File: src/rtl/mc_ctrl_pkg.sv
// Shared encodings for the multicycle RV32 control unit: state codes, ALU ops,
// immediate formats, datapath mux selects and opcode constants.
package mc_ctrl_pkg;

    localparam int unsigned STATE_W = 4;
    localparam int unsigned ALU_W   = 4;
    localparam int unsigned IMM_W   = 3;
    localparam int unsigned SEL_W   = 2;
    localparam int unsigned OP_W    = 7;

    typedef enum logic [STATE_W-1:0] {
        S_FETCH, S_DECODE, S_MEMADR, S_MEMREAD, S_MEMWB, S_MEMWRITE,
        S_EXECR, S_EXECI, S_MULDIV, S_ALUWB, S_BRANCH, S_JAL, S_JALR,
        S_LUI, S_AUIPC, S_TRAP
    } state_e;

    // Which ALU operation the FSM wants: fixed add/sub or decoded from funct fields
    typedef enum logic [1:0] {
        ALUM_ADD, ALUM_SUB, ALUM_FUNCT
    } alu_mode_e;

    localparam logic [ALU_W-1:0] ALU_ADD  = 4'b0000;
    localparam logic [ALU_W-1:0] ALU_SUB  = 4'b0001;
    localparam logic [ALU_W-1:0] ALU_AND  = 4'b0010;
    localparam logic [ALU_W-1:0] ALU_OR   = 4'b0011;
    localparam logic [ALU_W-1:0] ALU_XOR  = 4'b0100;
    localparam logic [ALU_W-1:0] ALU_SLT  = 4'b0101;
    localparam logic [ALU_W-1:0] ALU_SLTU = 4'b0110;
    localparam logic [ALU_W-1:0] ALU_SLL  = 4'b0111;
    localparam logic [ALU_W-1:0] ALU_SRL  = 4'b1000;
    localparam logic [ALU_W-1:0] ALU_SRA  = 4'b1001;

    localparam logic [IMM_W-1:0] IMM_I = 3'd0;
    localparam logic [IMM_W-1:0] IMM_S = 3'd1;
    localparam logic [IMM_W-1:0] IMM_B = 3'd2;
    localparam logic [IMM_W-1:0] IMM_J = 3'd3;
    localparam logic [IMM_W-1:0] IMM_U = 3'd4;

    localparam logic [SEL_W-1:0] SRCA_PC    = 2'b00;
    localparam logic [SEL_W-1:0] SRCA_OLDPC = 2'b01;
    localparam logic [SEL_W-1:0] SRCA_RD1   = 2'b10;
    localparam logic [SEL_W-1:0] SRCA_ZERO  = 2'b11;

    localparam logic [SEL_W-1:0] SRCB_RD2  = 2'b00;
    localparam logic [SEL_W-1:0] SRCB_IMM  = 2'b01;
    localparam logic [SEL_W-1:0] SRCB_FOUR = 2'b10;

    localparam logic [SEL_W-1:0] RES_ALUOUT = 2'b00;
    localparam logic [SEL_W-1:0] RES_DATA   = 2'b01;
    localparam logic [SEL_W-1:0] RES_ALU    = 2'b10;
    localparam logic [SEL_W-1:0] RES_MD     = 2'b11;

    localparam logic ADR_PC     = 1'b0;
    localparam logic ADR_RESULT = 1'b1;

    localparam logic [OP_W-1:0] OP_LOAD   = 7'b0000011;
    localparam logic [OP_W-1:0] OP_STORE  = 7'b0100011;
    localparam logic [OP_W-1:0] OP_RTYPE  = 7'b0110011;
    localparam logic [OP_W-1:0] OP_ITYPE  = 7'b0010011;
    localparam logic [OP_W-1:0] OP_BRANCH = 7'b1100011;
    localparam logic [OP_W-1:0] OP_JAL    = 7'b1101111;
    localparam logic [OP_W-1:0] OP_JALR   = 7'b1100111;
    localparam logic [OP_W-1:0] OP_LUI    = 7'b0110111;
    localparam logic [OP_W-1:0] OP_AUIPC  = 7'b0010111;
    localparam logic [OP_W-1:0] F7_MULDIV = 7'b0000001;

    // Immediate format implied by the opcode
    function automatic logic [IMM_W-1:0] imm_src_of(input logic [OP_W-1:0] op);
        case (op)
            OP_STORE:          return IMM_S;
            OP_BRANCH:         return IMM_B;
            OP_JAL:            return IMM_J;
            OP_LUI, OP_AUIPC:  return IMM_U;
            default:           return IMM_I;
        endcase
    endfunction

    // Branch condition from SUB flags; reserved funct3 codes never take
    function automatic logic branch_taken(input logic [2:0] funct3, input logic zero,
                                          input logic lts, input logic ltu);
        case (funct3)
            3'b000:  return zero;
            3'b001:  return !zero;
            3'b100:  return lts;
            3'b101:  return !lts;
            3'b110:  return ltu;
            3'b111:  return !ltu;
            default: return 1'b0;
        endcase
    endfunction

endpackage

File: src/rtl/mc_alu_decoder.sv
// Combinational ALUControl decode from the FSM's ALU mode and funct fields.
module mc_alu_decoder
    import mc_ctrl_pkg::*;
(
    input  alu_mode_e        mode,
    input  logic [2:0]       funct3,
    input  logic             funct7_5,
    input  logic             is_rtype,
    output logic [ALU_W-1:0] alu_ctrl
);

    // Subtract only for R-type; funct7[5] also selects arithmetic right shift
    always_comb begin
        alu_ctrl = ALU_ADD;
        case (mode)
            ALUM_SUB: alu_ctrl = ALU_SUB;
            ALUM_FUNCT: begin
                case (funct3)
                    3'b000: alu_ctrl = (is_rtype && funct7_5) ? ALU_SUB : ALU_ADD;
                    3'b001: alu_ctrl = ALU_SLL;
                    3'b010: alu_ctrl = ALU_SLT;
                    3'b011: alu_ctrl = ALU_SLTU;
                    3'b100: alu_ctrl = ALU_XOR;
                    3'b101: alu_ctrl = funct7_5 ? ALU_SRA : ALU_SRL;
                    3'b110: alu_ctrl = ALU_OR;
                    3'b111: alu_ctrl = ALU_AND;
                    default: alu_ctrl = ALU_ADD;
                endcase
            end
            default: alu_ctrl = ALU_ADD;
        endcase
    end

endmodule

File: src/rtl/multicycle_ctrl_unit.sv
// Multicycle RV32I(+M) control FSM: sequences fetch, decode, memory, ALU,
// mul/div, branch and jump steps and drives datapath enables and mux selects.
module multicycle_ctrl_unit
    import mc_ctrl_pkg::*;
#(
    parameter bit ENABLE_M      = 1'b1,
    parameter bit MEM_HANDSHAKE = 1'b1
) (
    input  logic               clk,
    input  logic               reset,
    input  logic [OP_W-1:0]    Op,
    input  logic [2:0]         Funct3,
    input  logic [6:0]         Funct7,
    input  logic               Zero,
    input  logic               LtS,
    input  logic               LtU,
    input  logic               mem_ready,
    input  logic               md_done,
    output logic               PCWrite,
    output logic               RegWrite,
    output logic               MemWrite,
    output logic               IRWrite,
    output logic               mem_req,
    output logic               md_start,
    output logic [SEL_W-1:0]   ResultSrc,
    output logic [SEL_W-1:0]   ALUSrcA,
    output logic [SEL_W-1:0]   ALUSrcB,
    output logic               AdrSrc,
    output logic [ALU_W-1:0]   ALUControl,
    output logic [IMM_W-1:0]   ImmSrc,
    output logic               illegal,
    output logic [STATE_W-1:0] state
);

    state_e    state_q, state_d;
    logic      illegal_q;
    logic      md_issued_q;
    logic      jmp_second_q;
    logic      mem_done;
    alu_mode_e alu_mode;

    assign mem_done = MEM_HANDSHAKE ? mem_ready : 1'b1;
    assign state    = state_q;
    assign illegal  = illegal_q;
    assign ImmSrc   = imm_src_of(Op);

    mc_alu_decoder u_alu_dec (
        .mode     (alu_mode),
        .funct3   (Funct3),
        .funct7_5 (Funct7[5]),
        .is_rtype (Op == OP_RTYPE),
        .alu_ctrl (ALUControl)
    );

    // State register plus sticky trap flag, mul/div issue flag and jump phase
    always_ff @(posedge clk or negedge reset) begin
        if (!reset) begin
            state_q      <= S_FETCH;
            illegal_q    <= 1'b0;
            md_issued_q  <= 1'b0;
            jmp_second_q <= 1'b0;
        end else begin
            state_q      <= state_d;
            illegal_q    <= illegal_q | (state_d == S_TRAP);
            md_issued_q  <= (state_q == S_MULDIV) && (state_d == S_MULDIV);
            jmp_second_q <= ((state_q == S_JAL) || (state_q == S_JALR)) && !jmp_second_q;
        end
    end

    // Next state and datapath controls; write enables forced low while in reset
    always_comb begin
        state_d   = state_q;
        PCWrite   = 1'b0;
        RegWrite  = 1'b0;
        MemWrite  = 1'b0;
        IRWrite   = 1'b0;
        mem_req   = 1'b0;
        md_start  = 1'b0;
        ResultSrc = RES_ALUOUT;
        ALUSrcA   = SRCA_PC;
        ALUSrcB   = SRCB_RD2;
        AdrSrc    = ADR_PC;
        alu_mode  = ALUM_ADD;
        case (state_q)
            S_FETCH: begin
                mem_req   = 1'b1;
                ALUSrcB   = SRCB_FOUR;
                ResultSrc = RES_ALU;
                if (mem_done) begin
                    IRWrite = 1'b1;
                    PCWrite = 1'b1;
                    state_d = S_DECODE;
                end
            end
            S_DECODE: begin
                ALUSrcA = SRCA_OLDPC;
                ALUSrcB = SRCB_IMM;
                case (Op)
                    OP_LOAD, OP_STORE: state_d = S_MEMADR;
                    OP_RTYPE: begin
                        if (Funct7 == F7_MULDIV) state_d = ENABLE_M ? S_MULDIV : S_TRAP;
                        else                     state_d = S_EXECR;
                    end
                    OP_ITYPE:  state_d = S_EXECI;
                    OP_BRANCH: state_d = S_BRANCH;
                    OP_JAL:    state_d = S_JAL;
                    OP_JALR:   state_d = S_JALR;
                    OP_LUI:    state_d = S_LUI;
                    OP_AUIPC:  state_d = S_AUIPC;
                    default:   state_d = S_TRAP;
                endcase
            end
            S_MEMADR: begin
                ALUSrcA = SRCA_RD1;
                ALUSrcB = SRCB_IMM;
                state_d = (Op == OP_LOAD) ? S_MEMREAD : S_MEMWRITE;
            end
            S_MEMREAD: begin
                mem_req = 1'b1;
                AdrSrc  = ADR_RESULT;
                if (mem_done) state_d = S_MEMWB;
            end
            S_MEMWRITE: begin
                mem_req = 1'b1;
                AdrSrc  = ADR_RESULT;
                if (mem_done) begin
                    MemWrite = 1'b1;
                    state_d  = S_FETCH;
                end
            end
            S_MEMWB: begin
                RegWrite  = 1'b1;
                ResultSrc = RES_DATA;
                state_d   = S_FETCH;
            end
            S_EXECR: begin
                ALUSrcA  = SRCA_RD1;
                alu_mode = ALUM_FUNCT;
                state_d  = S_ALUWB;
            end
            S_EXECI: begin
                ALUSrcA  = SRCA_RD1;
                ALUSrcB  = SRCB_IMM;
                alu_mode = ALUM_FUNCT;
                state_d  = S_ALUWB;
            end
            S_MULDIV: begin
                md_start = !md_issued_q;
                if (md_done) begin
                    RegWrite  = 1'b1;
                    ResultSrc = RES_MD;
                    state_d   = S_FETCH;
                end
            end
            S_ALUWB: begin
                RegWrite = 1'b1;
                state_d  = S_FETCH;
            end
            S_BRANCH: begin
                ALUSrcA  = SRCA_RD1;
                alu_mode = ALUM_SUB;
                if (Funct3 == 3'b010 || Funct3 == 3'b011) begin
                    state_d = S_TRAP;
                end else begin
                    PCWrite = branch_taken(Funct3, Zero, LtS, LtU);
                    state_d = S_FETCH;
                end
            end
            // First cycle writes the link OldPC+4; second recomputes the target into PC
            S_JAL, S_JALR: begin
                ResultSrc = RES_ALU;
                if (!jmp_second_q) begin
                    ALUSrcA  = SRCA_OLDPC;
                    ALUSrcB  = SRCB_FOUR;
                    RegWrite = 1'b1;
                end else begin
                    ALUSrcA = (state_q == S_JAL) ? SRCA_OLDPC : SRCA_RD1;
                    ALUSrcB = SRCB_IMM;
                    PCWrite = 1'b1;
                    state_d = S_FETCH;
                end
            end
            S_LUI: begin
                ALUSrcA = SRCA_ZERO;
                ALUSrcB = SRCB_IMM;
                state_d = S_ALUWB;
            end
            S_AUIPC: begin
                ALUSrcA = SRCA_OLDPC;
                ALUSrcB = SRCB_IMM;
                state_d = S_ALUWB;
            end
            S_TRAP: state_d = S_TRAP;
            default: state_d = S_TRAP;
        endcase
        if (!reset) begin
            PCWrite  = 1'b0;
            RegWrite = 1'b0;
            MemWrite = 1'b0;
            IRWrite  = 1'b0;
            md_start = 1'b0;
        end
    end

endmodule

File: config.mk
export PLATFORM = sky130hd
export DESIGN_NAME = multicycle_ctrl_unit
export DESIGN_NICKNAME = d
export VERILOG_FILES = /design/src/rtl/mc_ctrl_pkg.sv /design/src/rtl/mc_alu_decoder.sv /design/src/rtl/multicycle_ctrl_unit.sv
export SDC_FILE = /design/constraint.sdc
export NUM_CORES = 1
export LEC_CHECK = 0
export BUFFER_PORTS_ARGS = -buffer_cell sky130_fd_sc_hd__buf_2
export CAP_MARGIN = 5
export CORE_MARGIN = 4
export CORE_UTILIZATION = 52
export DETAILED_ROUTE_END_ITERATION = 6
export PLACE_DENSITY = 0.9
export SYNTH_ARGS = -nofsm -noshare
export SYNTH_HDL_FRONTEND = slang
export SYNTH_SLANG_ARGS = --single-unit
File: constraint.sdc
create_clock -name clk -period 5.2 [get_ports clk]
set_clock_uncertainty 0.1 [all_clocks]
set_input_delay 0.26 -clock clk [delete_from_list [all_inputs] [get_ports clk]]
set_output_delay 0.26 -clock clk [all_outputs]
set_load 0.01 [all_outputs]
==> flow_summary.toml <==
[run_status]
outcome = "completed"

[yosys]
seq_area_frac_synth = 0.152
async_flop_share = 1.00
synth_cells = 173
synth-seq-cells = 7
synth-edff-count = 0
synth_ff_type = "dfrtp_1"
synth_area_um2 = 1150
avgSynthCellArea_um2 = 6.66
ys_warn_count = 0
synth_cell_types = 50
syn_nets = 199

[worst_hold_path]
holdCritStartpoint = "md_done"
holdPathStages = 2
hold_class = "input pin to flip-flop"
worstHoldEndpoint = "md_issued_q"

[final_layout]
fill_cells = 184
diodes = 0
layout_commonest_cell = "buf_2"
final_cell_mix = "buf_2, nand2_1, nor2_1"
layout-drive-gt1-share = 0.290
area.growth.synth_to_final_pct = 22.5
fin_cells = 241
fin_nets = 241

[critical_path]
path_class = "flip-flop to output pin"
path_cells = "inv_1 -> nor2_1 -> nand2_1 -> ha_1 -> nand2b_1 -> nor3_1 -> buf_2"
path_buf_inv = 2
end_kind = "output pin"
crit_fanout = 21
worstPathArrival_ns = 2.47
cp_num_cells = 7
reg2reg_to = "illegal"
r2r_start = "state[2]"
crit_slowest_cell = "dfrtp_1"
cpPeakStageDelay_ns = 0.75
cp.required_ns = 4.84
reg2reg_setup_slack_ns = 2.96
critPathTopFamily = "flip-flops"
r2r_cells = 6
worstSetupStartpointType = "flip-flop"

[die]
rows = 16
fp.dieW_um = 55.1
dieArea_um2 = 3030
die_h_um = 55.1
start_util = 0.564
ioPinCount = 49
core_um2 = 2040

[clocking]
cts_sinks = 7
clk_path_buf_depth = 2
cts_buffers = 3
clockRootBuffer = "clkbuf_4"
cts_tree = "built"
clkSlewWorstSetupHoldPaths_ns = 0.06
cts_max_level = 1
clock_latency_ns = 0.26
post_cts_buffers = 0

[sta]
tns_ns = 0
setup_viol = 0
max_clock_freq_mhz = 354
period_minus_slack_ns = 2.83
timing.final.crit_share = 0.544
slew_violations = 0
max-slew-margin-rel = 0.559
worst_pin_slew_ns = 0.661
fin_ws_ns = 2.37
whs_ns = 0.109
grt_setup_unrepaired = "no"
hold_viol = 0

[global_routing]
grt_pass1_vias = 1257
grt_pass1_wl_mm = 5.18
antenna_found_initial = 0
grt.overflow.total = 0
grt_usage = 0.231
grt_max_degree = 25

[routing]
route.met2.wl_mm = 1.73
drc = 0
route.layer.met1.wl_mm = 1.39
drtAntennaViolNets = 0
vias_per_cell = 6.06
wl_met3_um = 236
first_pass_iters = 4
wl_mm = 3.39
vias = 1461
wl_per_cell_um = 14.0
drt-initial-drc-count = 36
top_layer = "met4"

[pwr]
leakagePower_nw = 0.656
power_per_cell_area_nw_per_um2 = 447
ir_drop_mv = 0.409

[place]
hpwl_mm = 2.61
io_buffers = 48
place_inst = 236
place.gp.congestion = 0.889
dpl_worst_slack_ns = 2.73

[flow_run]
maxCapViolCount = 0
==> sequential cells by signal (all words and copies together), names as in the netlist <==
register / flops
illegal: 1
jmp_second_q: 1
md_issued_q: 1
state: 4
==> cell usage after synthesis (all sizes together), types with 2 or more instances <==
master   n  share of area
ha       2          0.022
nand3    5          0.022
and2     2          0.012
and3     2          0.011
nor2    20          0.072
a31oi    4          0.022
inv      7          0.023
xor2     4          0.030
o21ai   12          0.052
buf      8          0.031
nor4     3          0.022
nor3    13          0.056
nand2   25          0.081
nand2b   7          0.045
a32oi    2          0.015
o22ai    4          0.022
o21a     2          0.013
nor2b    5          0.027
a21oi    8          0.035
dfrtp    7           0.15
xnor2    3          0.023
nor4b    2          0.015
nand4    3          0.016
clkbuf   4          0.014
==> area by class of cell <==
type | instances | area, um2 | area share
inverter | 7 | 26.3 | 0.0186
timing repair buffer | 49 | 250 | 0.177
sequential | 7 | 175 | 0.124
clock buffer | 3 | 22.5 | 0.0160
multi-input combinational | 147 | 898 | 0.637
clock inverter | 1 | 5.00 | 0.00355
tap | 27 | 33.8 | 0.0239
==> stage by stage <==
stage | util | cell area, um2 | power [mW]
after floorplan | - | 1150 | 0.444
final | 0.691 | 1410 | 0.631
after CTS | 0.691 | 1410 | 0.625
after global placement | 0.673 | 1370 | 0.555
after global routing | 0.691 | 1410 | 0.683
after detailed placement | 0.673 | 1370 | 0.570
==> logic make-up after synthesis <==
logic type      count (synthesis)  share of synthesized area
buf+inv                        19                     0.0684
flops                           7                      0.152
fa+ha+maj                       2                     0.0217
mux                             1                    0.00869
compound gates                 45                      0.264
simple gates                   92                      0.432
xor+xnor                        7                     0.0532
==> worst reg2reg max path, delay by kind of cell (launching register included) <==
kind / cells / cell delay, ns
AO/OA/AOI/OAI: 3 / 0.53
buffers and inverters: 1 / 0.27
flip-flops: 1 / 0.75
AND/OR/NAND/NOR: 2 / 0.49
==> layer usage <==
layer  global-route usage  vias up
met5                    0        -
met4               0.0769        0
met3               0.0349        7
met2                0.423       67
met1                0.272      679
li1                     -      708
==> worst max-delay path by stage <==
stage	start	to
after global routing	state[2]	ALUControl[3]
after floorplan	state[2]	ALUControl[3]
after detailed placement	state[2]	ALUControl[3]
final	state[2]	ALUControl[3]
after CTS	state[2]	ALUControl[3]
after global placement	state[2]	ALUControl[3]
==> what timing repair did <==
item / in CTS / in global routing
hold endpoints to repair: 7 / 0
resized for setup: 0 / 0
hold buffers: 1 / 0
==> power by group <==
group	internal (mW)	switching [mW]	total, mW	leakage [nW]
registers	0.0761	0.0821	0.158	0.0897
logic	0.181	0.241	0.422	0.549
clock network	0.0282	0.0230	0.0513	0.0177
Note: power is estimated with default switching activity, not from simulation.
